==> src/rtl/piano_tone_gen.sv <==
// Multi-key square-wave tone generator: synchronises keys and octave, picks the
// highest pressed key and toggles the speaker every effective half-period.
module piano_tone_gen #(
    parameter int NUM_KEYS    = 12,
    parameter int CNT_W       = 19,
    parameter int SYNC_STAGES = 2
) (
    input  logic                clk,
    input  logic                rst_n,
    input  logic [NUM_KEYS-1:0] key,
    input  logic [1:0]          octave_sel,
    input  logic                mute,
    output logic                speaker,
    output logic                note_valid,
    output logic [3:0]          note_idx
);

    // Octave-4 half-periods in 50 MHz cycles, one per semitone.
    function automatic logic [CNT_W-1:0] base_half(input logic [3:0] idx);
        logic [CNT_W-1:0] h;
        case (idx)
            4'd0:    h = CNT_W'(95557);
            4'd1:    h = CNT_W'(90194);
            4'd2:    h = CNT_W'(85132);
            4'd3:    h = CNT_W'(80353);
            4'd4:    h = CNT_W'(75844);
            4'd5:    h = CNT_W'(71588);
            4'd6:    h = CNT_W'(67570);
            4'd7:    h = CNT_W'(63777);
            4'd8:    h = CNT_W'(60198);
            4'd9:    h = CNT_W'(56819);
            4'd10:   h = CNT_W'(53630);
            4'd11:   h = CNT_W'(50620);
            default: h = '0;
        endcase
        return h;
    endfunction

    logic [NUM_KEYS-1:0] key_sync_q [SYNC_STAGES];
    logic [NUM_KEYS-1:0] key_sync_d [SYNC_STAGES];
    logic [1:0]          oct_sync_q [SYNC_STAGES];
    logic [1:0]          oct_sync_d [SYNC_STAGES];

    logic             note_valid_q, note_valid_d;
    logic [3:0]       note_idx_q, note_idx_d;
    logic [CNT_W-1:0] tc_q, tc_d;
    logic [1:0]       oct_q, oct_d;
    logic             mute_q, mute_d;
    logic [CNT_W-1:0] cnt_q, cnt_d;
    logic             spk_q, spk_d;

    logic [NUM_KEYS-1:0] key_s;
    logic [1:0]          oct_s;
    logic                sel_valid;
    logic [3:0]          sel_idx;
    logic [CNT_W-1:0]    sel_half;
    logic [CNT_W-1:0]    sel_eff;
    logic [CNT_W-1:0]    sel_tc;
    logic                note_change;

    always_comb begin
        key_sync_d[0] = key;
        oct_sync_d[0] = octave_sel;
        for (int s = 1; s < SYNC_STAGES; s++) begin
            key_sync_d[s] = key_sync_q[s-1];
            oct_sync_d[s] = oct_sync_q[s-1];
        end
    end

    assign key_s = key_sync_q[SYNC_STAGES-1];
    assign oct_s = oct_sync_q[SYNC_STAGES-1];

    // Top-note priority: the last set bit found in ascending order wins.
    always_comb begin
        sel_valid = 1'b0;
        sel_idx   = 4'd0;
        for (int i = 0; i < NUM_KEYS; i++) begin
            if (key_s[i]) begin
                sel_valid = 1'b1;
                sel_idx   = 4'(i);
            end
        end
    end

    always_comb begin
        sel_half = base_half(sel_idx);
        case (oct_s)
            2'd0:    sel_eff = sel_half << 1;
            2'd1:    sel_eff = sel_half;
            2'd2:    sel_eff = sel_half >> 1;
            default: sel_eff = sel_half >> 2;
        endcase
        sel_tc = sel_valid ? (sel_eff - CNT_W'(1)) : '0;
    end

    assign note_change = (sel_idx != note_idx_q) || (oct_s != oct_q);

    always_comb begin
        note_valid_d = sel_valid;
        note_idx_d   = sel_idx;
        tc_d         = sel_tc;
        oct_d        = oct_s;
        mute_d       = mute;
    end

    // Priority: release > mute > (re)start > note change > count.
    // A restart is the first edge with a note and no mute; it behaves like a
    // fresh note so the low phase after unmute is a full half-period.
    always_comb begin
        cnt_d = cnt_q;
        spk_d = spk_q;
        if (!sel_valid) begin
            cnt_d = '0;
            spk_d = 1'b0;
        end else if (mute) begin
            cnt_d = '0;
            spk_d = 1'b0;
        end else if (!note_valid_q || mute_q) begin
            cnt_d = '0;
            spk_d = 1'b0;
        end else if (note_change) begin
            cnt_d = '0;
        end else if (cnt_q == tc_q) begin
            cnt_d = '0;
            spk_d = ~spk_q;
        end else begin
            cnt_d = cnt_q + CNT_W'(1);
        end
    end

    always_ff @(posedge clk or negedge rst_n) begin
        if (!rst_n) begin
            for (int s = 0; s < SYNC_STAGES; s++) begin
                key_sync_q[s] <= '0;
                oct_sync_q[s] <= '0;
            end
            note_valid_q <= 1'b0;
            note_idx_q   <= 4'd0;
            tc_q         <= '0;
            oct_q        <= 2'd0;
            mute_q       <= 1'b0;
            cnt_q        <= '0;
            spk_q        <= 1'b0;
        end else begin
            for (int s = 0; s < SYNC_STAGES; s++) begin
                key_sync_q[s] <= key_sync_d[s];
                oct_sync_q[s] <= oct_sync_d[s];
            end
            note_valid_q <= note_valid_d;
            note_idx_q   <= note_idx_d;
            tc_q         <= tc_d;
            oct_q        <= oct_d;
            mute_q       <= mute_d;
            cnt_q        <= cnt_d;
            spk_q        <= spk_d;
        end
    end

    assign speaker    = spk_q;
    assign note_valid = note_valid_q;
    assign note_idx   = note_idx_q;

endmodule

==> config.mk <==
export PLATFORM = sky130hd
export DESIGN_NAME = piano_tone_gen
export DESIGN_NICKNAME = d
export VERILOG_FILES = /design/src/rtl/piano_tone_gen.sv
export SDC_FILE = /design/constraint.sdc
export NUM_CORES = 1
export LEC_CHECK = 0
export CAP_MARGIN = 20
export CORE_MARGIN = 4
export CORE_UTILIZATION = 60
export DETAILED_ROUTE_END_ITERATION = 8
export PLACE_DENSITY = 0.8
export SYNTH_ARGS = -nofsm -noshare
export SYNTH_HDL_FRONTEND = slang
export SYNTH_SLANG_ARGS = --single-unit
==> constraint.sdc <==
create_clock -name clk -period 4 [get_ports clk]
set_input_delay 0.4 -clock clk [delete_from_list [all_inputs] [get_ports clk]]
set_output_delay 0.4 -clock clk [all_outputs]
set_load 0.005 [all_outputs]
==> flow_summary.toml <==
[critical_path]
cp_max_fo = 5
r2r_cells = 15
crit_type = "register to register"
worst_ep_required_time_ns = 4.24
max_stage_delay_ns = 0.46
r2r_slack_ns = 0.34
r2r-start = "key_s[8]$_DFF_PN0_"
arrival_ns = 3.91
worstSetupStartpointType = "register"
crit_chain = "or2_2 > o21ai_0 > buf_4 > inv_1 > ha_1 > inv_1 > o211ai_1 > a21oi_1 > nor2_1 > a21oi_1 > ha_1 > o311ai_1 > nor4_4 > o21ai_2 > mux2_4"
critPathCaptureType = "register"
critical_path.endpoint = "tc_q[8]$_DFF_PN0_"
r2r_end = "tc_q[8]$_DFF_PN0_"
worst_path_max_delay_cell = "dfrtp_1"
critPathLaunch = "key_s[8]$_DFF_PN0_"

[run]
cap_violations = 0

[routing]
ant_nets = 0
drt-initial-drc-count = 191
dr.pass1.iters = 4
vias = 3115
wl_per_cell_um = 17.87
vias_per_cell = 6.205
routed_wl_um = 8970
drc = 0

[placement]
pre_cts_ws_ns = 0.1369
dp_cells = 482
port_buffers = 22
place_congestion = 0.9158
dp.final_hpwl_um = 6408

[power_and_ir_drop]
totalPowerFinal_mw = 1.687
seqPwrFrac_pct = 48.9
switching_power_mw = 0.4218
p_leak_nw = 1.794
power_frac_clock_pct = 38.0
comb_power_share_pct = 13.0
ir_worst_vdd_v = 0.0002860
swShare_pct = 25.00
powerDensity_nw_per_um2 = 368.8
intPower_mw = 1.265

[floorplan]
rows = 29
die_area_um2 = 8060
start_util_pct = 62.48
design.core.area_um2 = 6422
io_pins = 23
chipHeight_um = 89.78
die_w_um = 89.78

[logic_synthesis]
synth_top_area_share_pct = 46.77
synth.distinct_cells = 64
yosys_register_bits = 75
async_flop_share_pct = 100.0
ys_top_cells_by_count = "dfrtp_1, nor2_1, xnor2_1"
syn_nets = 417
avgSynthCellArea_um2 = 10.24
synth_ff_type = "dfrtp_1"
ys_warn_count = 0
synth_area_leaders = "dfrtp_1, xnor2_1, nor2_1, mux4_2, xor2_1"
ys_seq_area_share_pct = 46.77
synth.most_common_cell = "dfrtp_1"
yosys.area.top_type = "dfrtp_1"
synth_area_um2 = 4013
synthCells = 392
synth_edf_count = 0

[timing]
worst_clock_skew_ns = 0.007002
hold_viol_final = 0
finalSetupViolations = 0
finalCritPeriodShare_pct = 91.55
setup_slack_ns = 0.3381
finalMaxSlewViolations = 0
rsz0062_at_grt = "false"
setup_tns_ns = 0
worst-slew-pin-transition_ns = 0.8957
slew_headroom_pct = 40.29
timing.fmax_ghz = 0.2731
period_minus_slack_ns = 3.662

[finish]
nNetsFinal = 445
seqCellArea_um2 = 1877
fill_cells = 476
insertedDiodeCount = 0
multi_input_area_um2 = 2022
layout.cells.non_filler = 502
area_growth_pct = 14.00
final_core_util_pct = 71.23
drive_gt1_share_pct = 13.18

[clock_tree]
clk_latency_ns = 0.36
root_buffer = "clkbuf_8"
cts_tree = "yes"
htree_levels = 3
clk_pin_slew_ns = 0.07
clock_sinks = 75
clockBufferDepth = 2
cts_hold_repair.buffers = 0
cts_buffers = 9

[hold_path]
hold_class = "input port to asynchronous set/reset pin"

[global_route]
grt_max_degree = 76
gr-total-overflow = 0
grt_pass1_vias = 3152
grt_use_total_pct = 23.54
antenna_found_initial = 0
grt_pass1_wl_um = 15060

[status]
run_status = "completed"
-- power by group through the flow --
stage | combinational [mW] | sequential [mW] | clock [mW]
after floorplan | 0.147 | 0.830 | 0
after global placement | 0.210 | 0.837 | 0
after detailed placement | 0.215 | 0.839 | 0
after CTS | 0.217 | 0.825 | 0.658
after global routing | 0.242 | 0.830 | 0.694
final | 0.220 | 0.825 | 0.642
-- metal layers --
layer / vias to the layer above / wire, um / track usage, %
li1: 1463 / - / -
met4: 0 / 359 / 14.30
met1: 1521 / 3494 / 27.01
met2: 101 / 4655 / 40.29
met5: - / 0 / 0
met3: 30 / 462 / 5.092
-- critical path: cells and delay by family, from the launching register on --
| family | cells | cell delay (ns) |
|---|---|---|
| AO/OA/AOI/OAI | 6 | 1.18 |
| AND/OR/NAND/NOR | 3 | 0.83 |
| flip-flops | 1 | 0.46 |
| adder cells (fa/ha/maj) | 2 | 0.43 |
| buffers and inverters | 3 | 0.35 |
| multiplexers | 1 | 0.30 |
-- how the worst min path moves through the flow --
stage	from	end	slack, ns	cells after the start
2_1_floorplan	rst_n	cnt_q[0]$_DFF_PN0_	0.10	0
3_3_place_gp	key_sync_d[2]$_DFF_PN0_	key_s[2]$_DFF_PN0_	0.33	0
3_5_place_dp	key_sync_d[5]$_DFF_PN0_	key_s[5]$_DFF_PN0_	0.33	0
4_1_cts	rst_n	cnt_q[1]$_DFF_PN0_	0.19	1
5_1_grt	rst_n	cnt_q[3]$_DFF_PN0_	0.25	1
6_report	rst_n	cnt_q[3]$_DFF_PN0_	0.15	1
-- registers in the layout (all words and copies together), names as in the netlist --
signal	cells
cnt_q	19
tc_q	19
key_s	12
key_sync_d	12
note_idx	4
oct_d	2
oct_q	2
oct_sync_d	2
mute_q	1
note_valid	1
speaker	1
-- cells in the final DEF, fill, tap and decap left out, types with 8 or more instances in the layout --
cell type and count:
clkbuf_8 10, dfrtp_1 75, ha_1 8, xnor2_1 29
nor2_1 44, clkdlybuf4s50_1 21, xor2_1 13, buf_4 14
inv_1 11, nand4_1 8, nor3_1 8, a21oi_1 19
nand2_1 24, o21ai_0 12, nand3_1 15
-- timing repair --
| item | in CTS | in global routing |
|---|---|---|
| setup endpoints to repair | 0 | 5 |
| gates resized for setup | 0 | 6 |
| hold endpoints to repair | 0 | 0 |
| buffers inserted | 0 | 4 |
-- cell type report --
| type | count | share of cell area [%] |
|---|---|---|
| Multi-Input combinational cell | 287 | 44.20 |
| Clock inverter | 4 | 1.614 |
| Sequential cell | 75 | 41.03 |
| Clock buffer | 12 | 3.173 |
| Tap cell | 77 | 2.106 |
| Inverter | 12 | 0.9847 |
| Timing Repair Buffer | 35 | 6.893 |
-- through the flow --
step / hold slack [ns] / cell area (um^2)
6_report: 0.1476 / 4574
5_1_grt: 0.2455 / 4574
4_1_cts: 0.1937 / 4528
3_5_place_dp: 0.3347 / 4309
3_3_place_gp: 0.3312 / 4309
2_1_floorplan: 0.1044 / 4013
-- logic make-up (layout without fill, tap and decap cells) --
family,Yosys count,after routing,synth area share [%]
fa+ha+maj,8,8,2.495
compound gates,84,84,14.75
xor+xnor,42,42,9.167
flops,75,75,46.77
simple gates,140,140,18.15
other cells,1,1,0.09346
mux,12,12,5.332
buf+inv,30,63,3.243
Note: power is estimated with default switching activity, not from simulation.
==> variant: new RTL, same flow settings <==
Register the output `note_idx` once more, cleared by the reset; this adds one clock of latency there. The other outputs are not delayed to match.
--- a/src/rtl/piano_tone_gen.sv
+++ b/src/rtl/piano_tone_gen.sv
@@ -158,7 +158,13 @@
 
     assign speaker    = spk_q;
     assign note_valid = note_valid_q;
-    assign note_idx   = note_idx_q;
+    always_ff @(posedge clk or negedge rst_n) begin
+        if (!rst_n) begin
+            note_idx <= '0;
+        end else begin
+            note_idx <= note_idx_q;
+        end
+    end
 
 endmodule
 
Check against the original RTL: not equivalent (Yosys sat finds a counterexample within 4 cycles, from zero or initial values and one cycle with rst_n low).
==> variant against the original RTL <==
Power decreased by 1.4%. Critical path depth increased by 1. Clock skew rose by 0.0056 ns. Synthesized area rose by 2.5%. Clock power decreased by 10%. Final area is 0.98% higher. Worst setup slack got worse by 0.00099 ns. Sequential cell count up 4. Wire length shrank 2.5%.
==> variant: results (changes against the original RTL) <==
stage;metric;value;unit;change
run_status;status;finished clean;;unchanged
yosys;Main synth FF type;dfrtp_1;;unchanged
layout;fill cell count;474;;was 476
route;WL met3;409;um;was 462 um
yosys;top cells by count, synth;dfrtp_1 (79), nor2_1 (45), xnor2_1 (29);;was dfrtp_1 (75), nor2_1 (45), xnor2_1 (29)
grt;GR Util met1;27.3;%;was 27.0%
placed_design;Placed Area;4400;um^2;was 4310 um^2
placed_design;gp weighted congestion;0.914;;was 0.916
worst_setup_path;crit path max-delay cell type;dfrtp_1;;unchanged
yosys;Synth async-reset ratio;100;%;unchanged
clock_tree;CTS root buf;clkbuf_8;;unchanged
placed_design;Cells after DPL;485;;was 482
placed_design;pre-CTS setup slack;0.158;ns;was 0.137 ns
layout;design area;4620;um^2;was 4570 um^2
worst_setup_path;crit-path max cell delay;0.49;ns;was 0.46 ns
power_and_ir_drop;Pleak;1.80;nW;was 1.79 nW
yosys;syn_nets;421;;was 417
yosys;Synth Warn #;0;;unchanged
clock_tree;htree depth;3;;unchanged
yosys;Synth area leaders;dfrtp_1 (48%), xnor2_1 (6.2%), nor2_1 (4.1%);;was dfrtp_1 (47%), xnor2_1 (6.3%), nor2_1 (4.2%)
grt;number of global-route vias before repair;3099;;was 3152
worst_setup_path;cell family with most CP delay;compound AO/OA/AOI/OAI gates;;unchanged
clock_tree;clock tree buffer depth;2;;unchanged
route;vias per cell;6.21;;about the same
layout;n_diodes;0;;unchanged
grt;met3 Usage GRT;5.75;%;was 5.09%
grt;met2 Use GR;38.0;%;was 40.3%
clock_tree;post-CTS setup buffers;0;;unchanged
placed_design;dpl hpwl;6260;um;was 6410 um
power_and_ir_drop;NetSw;0.000422;W;about the same
grt;first-pass GRT wire length;15000;um;was 15100 um
route;DR WL met2;4430;um;was 4660 um
grt;initial antenna violation count;0;;unchanged
clock_tree;PostCTS Resize Cnt;0;;unchanged
power_and_ir_drop;worst ir drop on vdd;0.271;mV;was 0.286 mV
clock_tree;CTS clock-pin slew for the worst setup and hold paths;0.07;ns;about the same
yosys;Netlist cell types;64;;unchanged
layout;largest registers;cnt_q: 19 flops, tc_q: 19 flops;;unchanged
sta;relative slew slack;38.6;%;was 40.3%
route;routed length on met1;3550;um;was 3490 um
route;Iter 0 DRT Violations;165;;was 191
grt;Total GRT Usage;22.6;%;was 23.5%
layout;ratio of cells with drive above 1 in the final layout;12.0;%;was 13.2%
placed_design;# port buffers;22;;unchanged
grt;largest net degree at the start of global routing;80;;was 76
layout;post-route insts no fill;503;;was 502
yosys;Avg Inst Size Synth;10.4;um^2;was 10.2 um^2
clock_tree;cts bufs inserted;9;;unchanged
worst_hold_path;Hold Crit Class;in2async;;unchanged
route;Post-Route WL;8750;um;was 8970 um
sta;clk_skew;0.0126;ns;was 0.00700 ns
route;First-pass DRT Iterations;4;;unchanged
worst_setup_path;critical path peak fanout;8;;was 5
yosys;Seq/Total Area, Yosys;48.1;%;was 46.8%
layout;Final nets;446;;was 445
route;Max Used Layer;met4;;unchanged
==> variant: layout make-up <==
type,instances,share of cell area (%)
multi-input combinational,287,43.7
sequential,79,42.8
timing repair buffer,32,6.34
clock buffer,13,3.22
tap,77,2.09
inverter,12,0.975
clock inverter,3,0.921
==> variant: kinds of logic (layout without fill, tap and decap cells) <==
| group | after synthesis | in the layout | share of synthesized area [%] |
|---|---|---|---|
| DFF | 79 | 79 | 48.1 |
| xor gates and xnor gates | 42 | 42 | 8.94 |
| and+or+nand+nor | 140 | 140 | 17.7 |
| buffers and inverters | 30 | 60 | 3.16 |
| AOI/OAI and AO/OA | 84 | 84 | 14.4 |
| adders and majority gates | 8 | 8 | 2.43 |
| other | 1 | 1 | 0.0912 |
| muxes | 12 | 12 | 5.20 |
==> variant: power by group through the flow <==
stage          Sequential, W  Combinational (W)  Clock, W
2_1_floorplan       0.000874           0.000147         0
3_3_place_gp        0.000881           0.000208         0
3_5_place_dp        0.000883           0.000213         0
4_1_cts             0.000867           0.000215  0.000588
5_1_grt             0.000873           0.000240  0.000630
6_report            0.000868           0.000218  0.000578
==> variant: path summary, 6_finish.rpt <==
kind	cells after the start	end	start	slack, ns
max in group asynchronous	1	oct_d[1]$_DFF_PN0_	rst_n	3.22
setup reg to reg	16	tc_q[8]$_DFF_PN0_	key_s[6]$_DFF_PN0_	0.34
min in group clk	0	oct_d[0]$_DFF_PN0_	oct_sync_d[0]$_DFF_PN0_	0.34
hold reg to reg	0	oct_d[0]$_DFF_PN0_	oct_sync_d[0]$_DFF_PN0_	0.34
hold / removal	1	cnt_q[7]$_DFF_PN0_	rst_n	0.18
setup / recovery	16	tc_q[8]$_DFF_PN0_	key_s[6]$_DFF_PN0_	0.34
